==> config.mk <==
export PLATFORM = sky130hd
export DESIGN_NAME = pc_seq_unit
export DESIGN_NICKNAME = d
export VERILOG_FILES = /design/src/rtl/pc_seq_unit.sv
export SDC_FILE = /design/constraint.sdc
export NUM_CORES = 1
export LEC_CHECK = 0
export BUFFER_PORTS_ARGS = -buffer_cell sky130_fd_sc_hd__buf_2
export CORE_AREA = 2 2 39 41
export CTS_CLUSTER_DIAMETER = 80
export DETAILED_ROUTE_END_ITERATION = 8
export DIE_AREA = 0 0 41 43
export PLACE_DENSITY = 0.76
export SETUP_SLACK_MARGIN = 0.02
export SLEW_MARGIN = 5
export SYNTH_ARGS = -nofsm -noshare
export SYNTH_HDL_FRONTEND = slang
export SYNTH_SLANG_ARGS = --single-unit
export TNS_END_PERCENT = 20
==> constraint.sdc <==
create_clock -name clk -period 3.2 [get_ports clk]
set_input_delay 0.64 -clock clk [delete_from_list [all_inputs] [get_ports clk]]
set_output_delay 0.64 -clock clk [all_outputs]
set_load 0.02 [all_outputs]
==> src/rtl/pc_seq_unit.sv <==
// pc_seq_unit: registered fetch PC with stall, redirect, halt/resume and optional return-address stack (macro PC_RAS_EN)
module pc_seq_unit #(
   parameter int              PC_W      = 5,
   parameter int              STEP      = 1,
   parameter logic [PC_W-1:0] RESET_VEC = '0,
   parameter int              RAS_DEPTH = 4
) (
   input  logic            clk,
   input  logic            rst,
   input  logic            stall,
   input  logic            redirect,
   input  logic [PC_W-1:0] target,
   input  logic            call,
   input  logic            ret,
   input  logic            halt,
   output logic [PC_W-1:0] pc,
   output logic [PC_W-1:0] pc_plus,
   output logic            pc_valid,
   output logic            halted,
   output logic            ras_empty
);
   typedef enum logic [1:0] {BOOT, RUN, HALT} state_t;
   state_t          state;
   logic            ras_hit;
   logic [PC_W-1:0] ras_top;
   assign pc_plus = pc + PC_W'(STEP);
`ifdef PC_RAS_EN
   localparam int PW = $clog2(RAS_DEPTH);
   logic [PC_W-1:0] ras [RAS_DEPTH];
   logic [PW-1:0]   tp;
   logic [PW:0]     cnt;
   logic            push, pop;
   assign ras_empty = cnt == '0;
   assign ras_top   = ras[tp];
   assign push      = state == RUN && redirect && call;
   assign ras_hit   = state == RUN && !redirect && ret;
   assign pop       = ras_hit && !ras_empty;
   // push writes one slot above the top; when full this lands on the oldest entry
   always_ff @(posedge clk)
      if (push) ras[tp + PW'(1)] <= pc_plus;
   // top pointer wraps freely; count saturates at RAS_DEPTH
   always_ff @(posedge clk or posedge rst)
      if (rst) begin
         tp  <= '0;
         cnt <= '0;
      end else if (push) begin
         tp  <= tp + PW'(1);
         cnt <= (cnt == (PW+1)'(RAS_DEPTH)) ? cnt : cnt + (PW+1)'(1);
      end else if (pop) begin
         tp  <= tp - PW'(1);
         cnt <= cnt - (PW+1)'(1);
      end
`else
   logic unused_ras;
   assign ras_empty  = 1'b1;
   assign ras_top    = '0;
   assign ras_hit    = 1'b0;
   assign unused_ras = call | ret;
`endif
   // boot/run/halt sequencing with registered pc, pc_valid and halted
   always_ff @(posedge clk or posedge rst)
      if (rst) begin
         state    <= BOOT;
         pc       <= RESET_VEC;
         pc_valid <= 1'b0;
         halted   <= 1'b0;
      end else begin
         case (state)
            BOOT: begin
               state    <= RUN;
               pc_valid <= ~stall;
            end
            RUN:
               if (redirect) begin
                  pc       <= target;
                  pc_valid <= ~stall;
               end else if (ras_hit) begin
                  pc       <= ras_empty ? pc_plus : ras_top;
                  pc_valid <= ~stall;
               end else if (halt) begin
                  state    <= HALT;
                  halted   <= 1'b1;
                  pc_valid <= 1'b0;
               end else begin
                  pc       <= stall ? pc : pc_plus;
                  pc_valid <= ~stall;
               end
            HALT:
               if (redirect) begin
                  state    <= RUN;
                  pc       <= target;
                  halted   <= 1'b0;
                  pc_valid <= 1'b1;
               end
            default: state <= BOOT;
         endcase
      end
endmodule

==> flow_summary.yaml, run 1 <==
setup_path:
  worstSetupEndpointType: "output pin"
  critPathLaunchType: "flop"
  crit_buf_inv: 1
  arrival_ns: 1.40
  cp_slowest_stage_delay_ns: 0.41
  r2r-start: "state[0]$_DFFE_PP0P_"
  rr_worst_depth: 6
  cp_slowest_cell: "dfrtp_1"
  setup.worst_path.class: "flop to output pin"
  r2r-end: "pc[0]$_DFFE_PP0P_"
  worstPathMaxFanout: 5
  reg2reg_slack_ns: 1.55
  cp.required_ns: 2.56
  cp_cell_sequence: "ha_1 > nand3_1 > xnor2_1 > buf_2"
  path_delay_family: "flip-flops"
floorplan:
  core_area_sq_um: 1380
  rows: 14
  num_io_pins: 25
  die_w_um: 41
  start_util: 0.438
  die-area_sq_um: 1760
  die_h_um: 43
routing:
  drt_iter0_markers: 10
  wl_um: 1110
  drc: 0
  firstDrtPassIters: 4
  dr_total_vias: 516
  via_per_inst: 4.91
  postRouteAntennaNets: 0
  avgRoutedWirePerCell_um: 10.6
timing:
  setup_violations: 0
  slew_violations: 0
  finalCritPeriodShare: 0.638
  hold_viol_final: 0
  skew_ns: 0.00176
  setup_ws_ns: 1.16
  finalCriticalPeriod_ns: 2.04
  whs_ns: 0.328
  clock.fmax_ghz: 0.490
  rsz0062_at_grt: "no"
  setup_tns_ns: 0
synthesis:
  syn_area_per_cell_sq_um: 9.04
  ys.flop_type: "dfrtp_1"
  synth_top_cell_area_share: 0.372
  synth-seq-cells: 9
  yosys.area.top_type: "dfrtp_1"
  async_flop_share: 1.00
  syn-num-nets: 84
  synthDistinctLibCells: 26
  synth.area.top_cells: "dfrtp_1 (37%), ha_1 (10%), mux2i_1 (5.0%)"
  yosys_warnings: 0
  synth_edf_count: 0
  synth_area_sq_um: 606
  postSynthCellCount: 67
  synth_seq_area_share: 0.372
clock_network:
  cts_buffers: 3
  clk_path_buf_depth: 2
  ctsResizeCount: 0
  cts_root_buffer: "clkbuf_4"
  clk_latency_ns: 0.25
  clk_pin_slew_ns: 0.06
  cts_hold_buf: 0
  htreeDepth: 1
  cts_setup_buffers: 0
  cts_sinks: 9
  cts_tree: "yes"
global_route:
  grt_start_max_net_pins: 11
  met1_usage: 0.200
  use_met3: 0.0157
  grt_overflow: 0
  grtUsageMet2: 0.219
  grt_pass1_vias: 430
  grt_pass1_wl_um: 1750
  antenna_found_initial: 0
  top_usage_layer: "met2"
  grt_usage: 0.144
placed_design:
  gp_congestion: 0.734
  portBuffers: 21
  dp_hpwl_um: 929
  dpl_worst_slack_ns: 1.43
pwr:
  power_density_nw_per_um2: 1070
  power.leakage_uw: 0.000382
  irDropWorstVdd_mv: 0.408
  totalPowerFinal_uw: 779
finish:
  area_growth_pct: 20.0
  multi_input_area_sq_um: 332
  fin_util: 0.525
  num_antenna_cells: 0
  final_common_cell: "buf_2"
  n_fill_cell: 148
  seq_area_sq_um: 225
  drive_above_1_share: 0.292
  mostFrequentLayoutCells: "buf_2 (21), dfrtp_1 (9), nand2_1 (8), o21ai_0 (6)"
  fin_nets: 107
flow_run:
  max_cap_viol_count: 0
hold_path:
  hp-class: "input port to asynchronous set/reset pin"
run_status:
  status: "finished, final reports clean"
==> worst reg2reg max path: cells and delay by family (launching register included) <==
family,cells,cell delay (ns)
flip-flops,1,0.40
buffers and inverters,1,0.11
AO/OA/AOI/OAI,2,0.28
adder cells (fa/ha/maj),1,0.30
AND/OR/NAND/NOR,2,0.43
==> layout make-up <==
| type | instances | area share |
|---|---|---|
| multi-input cells | 50 | 0.456 |
| flip-flops and latches | 9 | 0.310 |
| repair buffers | 21 | 0.145 |
| clock buffers | 4 | 0.0361 |
| well taps | 16 | 0.0275 |
| inverters | 5 | 0.0258 |
==> flip-flops by register name, indices dropped and copies added, names as in the netlist <==
register / count
pc: 5
halted: 1
pc_valid: 1
state: 2
==> power by group <==
part           internal [uW]  total, uW  switching (uW)
Combinational            184        472             288
Sequential               169        221            52.4
Clock                   47.9       85.9            37.9
Total                    401        779             379
==> synth_stat cells (2+ instances only) <==
cell / n
a21oi_1: 4
buf_6: 2
dfrtp_1: 9
ha_1: 5
inv_1: 5
mux2i_1: 3
nand2_1: 8
nand2b_1: 2
nand3_1: 2
nor2_1: 5
o21ai_0: 6
xnor2_1: 2
==> metal layers <==
| layer | routed length, um | vias to the layer above |
|---|---|---|
| met5 | 0 | - |
| met4 | 0 | 0 |
| met3 | 83 | 0 |
| met2 | 522 | 18 |
| met1 | 506 | 230 |
| li1 | - | 268 |
==> worst max path at each step <==
stage,start,endpoint,depth (start not counted)
6_report,pc[0]$_DFFE_PP0P_,pc_plus[4],4
5_1_grt,pc[0]$_DFFE_PP0P_,pc_plus[4],4
4_1_cts,pc[0]$_DFFE_PP0P_,pc_plus[4],4
3_5_place_dp,pc[0]$_DFFE_PP0P_,pc_plus[4],4
3_3_place_gp,pc[0]$_DFFE_PP0P_,pc_plus[4],4
2_1_floorplan,pc[0]$_DFFE_PP0P_,pc_plus[4],3
==> stage by stage <==
| step | cell area, sq um | instances |
|---|---|---|
| 4_1_cts | 727 | 105 |
| 3_5_place_dp | 701 | 101 |
| 5_1_grt | 727 | 105 |
| 2_1_floorplan | 606 | 67 |
| 3_3_place_gp | 701 | 101 |
| 6_report | 727 | 105 |
==> kinds of logic after synthesis <==
family / after synthesis / share of synthesized area
flip-flops: 9 / 0.372
AO/OA/AOI/OAI: 17 / 0.178
adder cells (fa/ha/maj): 5 / 0.103
AND/OR/NAND/NOR: 21 / 0.167
other: 1 / 0.00619
buffers and inverters: 8 / 0.0806
multiplexers: 3 / 0.0496
XOR/XNOR: 3 / 0.0434
Power figures use the tool's default switching activity.
==> run 2: changes to the inputs <==
Settings changed: CORE_AREA 2 2 39 41 to not set, CORE_MARGIN set to 2, CORE_UTILIZATION set to 45, DIE_AREA 0 0 41 43 to not set.
Clock period 3.2 ns to 2 ns, I/O delays scaled along.
==> run 2 against run 1 <==
Setup slack worse by 0.97 ns. Clock skew is 0.0025 ns higher. Power increased by 63%. Core utilization increased by 3.9 points. Global-route usage grew 3.0 points. Largest cell class unchanged. Clock power is 71% higher.
==> flow_summary.yaml, run 2 (synthesis results as in run 1) <==
routing:
  postRouteAntennaNets: 0
  via_per_inst: 5.27
  drt_iter0_markers: 7
  wl_um: 1250
  firstDrtPassIters: 4
  dr_total_vias: 548
  avgRoutedWirePerCell_um: 12.0
  drc: 0
timing:
  setup_ws_ns: 0.191
  setup_tns_ns: 0
  finalCriticalPeriod_ns: 1.81
  slew_violations: 0
  finalCritPeriodShare: 0.905
  hold_viol_final: 0
  rsz0062_at_grt: "no"
  skew_ns: 0.00426
  clock.fmax_ghz: 0.553
  setup_violations: 0
clock_network:
  cts_setup_buffers: 0
  clk_path_buf_depth: 2
  clk_pin_slew_ns: 0.07
  cts_buffers: 3
  cts_tree: "yes"
  htreeDepth: 1
  cts_root_buffer: "clkbuf_4"
  cts_sinks: 9
  ctsResizeCount: 0
  clk_latency_ns: 0.27
  cts_hold_buf: 0
global_route:
  grt_start_max_net_pins: 11
  grt_overflow: 0
  grt_pass1_wl_um: 1780
  grt_usage: 0.175
  grt_pass1_vias: 409
  antenna_found_initial: 0
setup_path:
  setup.worst_path.class: "flop to output pin"
  cp_slowest_stage_delay_ns: 0.40
  arrival_ns: 1.41
  cp_cell_sequence: "ha_1 > nand3_1 > xnor2_1 > buf_2"
  cp.required_ns: 1.60
  critPathLaunchType: "flop"
  crit_buf_inv: 1
  cp_slowest_cell: "dfrtp_1"
  worstPathMaxFanout: 5
  crit_start: "pc[0]$_DFFE_PP0P_"
  r2r-start: "state[0]$_DFFE_PP0P_"
  worstSetupEndpointType: "output pin"
  path_delay_family: "flip-flops"
placed_design:
  placed_cells: 100
  portBuffers: 21
  gp_congestion: 0.618
  dpl_worst_slack_ns: 0.322
  dp_hpwl_um: 981
floorplan:
  die_w_um: 40.7
  die_h_um: 40.7
  rows: 13
  core_area_sq_um: 1280
  die-area_sq_um: 1660
  start_util: 0.471
  num_io_pins: 25
finish:
  stdcell_count: 104
  largest_register_ffs: 5
  final_common_cell: "buf_2"
  num_antenna_cells: 0
  multi_input_area_sq_um: 332
  area_growth_pct: 19.8
  n_fill_cell: 134
  seq_area_sq_um: 225
  mostFrequentLayoutCells: "buf_2 (21), dfrtp_1 (9), nand2_1 (8), o21ai_0 (6)"
  drive_above_1_share: 0.292
  top_register: "pc"
  fin_nets: 107
  reg_top3: "pc x5, state x2"
pwr:
  irDropWorstVdd_mv: 0.694
  power_density_nw_per_um2: 1750
  totalPowerFinal_uw: 1270
  power.leakage_uw: 0.000382
flow_run:
  max_cap_viol_count: 0
hold_path:
  hp-class: "input port to asynchronous set/reset pin"
run_status:
  status: "finished, final reports clean"
[run 2: area by class of cell]
class	instances	share of cell area
clock buffers	4	0.0362
inverters	5	0.0259
multi-input cells	50	0.457
flip-flops and latches	9	0.310
well taps	15	0.0259
repair buffers	21	0.145
[run 2: worst register-to-register path, delay by kind of cell (launching register included)]
family,cells,cell delay [ns]
AOI/OAI and AO/OA,2,0.28
adders and majority gates,1,0.31
buffers and inverters,1,0.12
DFF,1,0.40
and+or+nand+nor,2,0.44
[run 2: path summary, 6_finish.rpt]
| check | endpoint | slack (ns) | cells after the start |
|---|---|---|---|
| worst min register to register | halted$_DFFE_PP0P_ | 0.49 | 2 |
| worst max-delay path | pc_plus[4] | 0.19 | 4 |
| worst min-delay path | pc[1]$_DFFE_PP0P_ | 0.08 | 2 |
| worst max register to register | pc[0]$_DFFE_PP0P_ | 0.32 | 6 |
| min in group clk | pc[2]$_DFFE_PP0P_ | 0.40 | 3 |
| max in group asynchronous | state[1]$_DFFE_PP0P_ | 1.67 | 2 |
[run 2: power by group]
part	leakage, uW	internal, uW	switching, uW	total (uW)
logic	0.000259	294	475	768
clock network	0.0000150	77.2	69.5	147
registers	0.000108	270	83.0	353
[run 2: stage by stage]
step,area (sq um),hold slack (ns),utilization
floorplan,606,0.228,-
global placement,699,0.378,0.544
detailed placement,699,0.381,0.544
CTS,726,0.0978,0.565
global route,726,0.109,0.565
finish,726,0.0790,0.565
[run 2: routing by layer]
| layer | vias up | wire length [um] | global-route usage |
|---|---|---|---|
| li1 | 271 | - | - |
| met1 | 261 | 547 | 0.210 |
| met2 | 11 | 622 | 0.266 |
| met3 | 5 | 47 | 0.0489 |
| met4 | 0 | 30 | 0.125 |
| met5 | - | 0 | 0 |
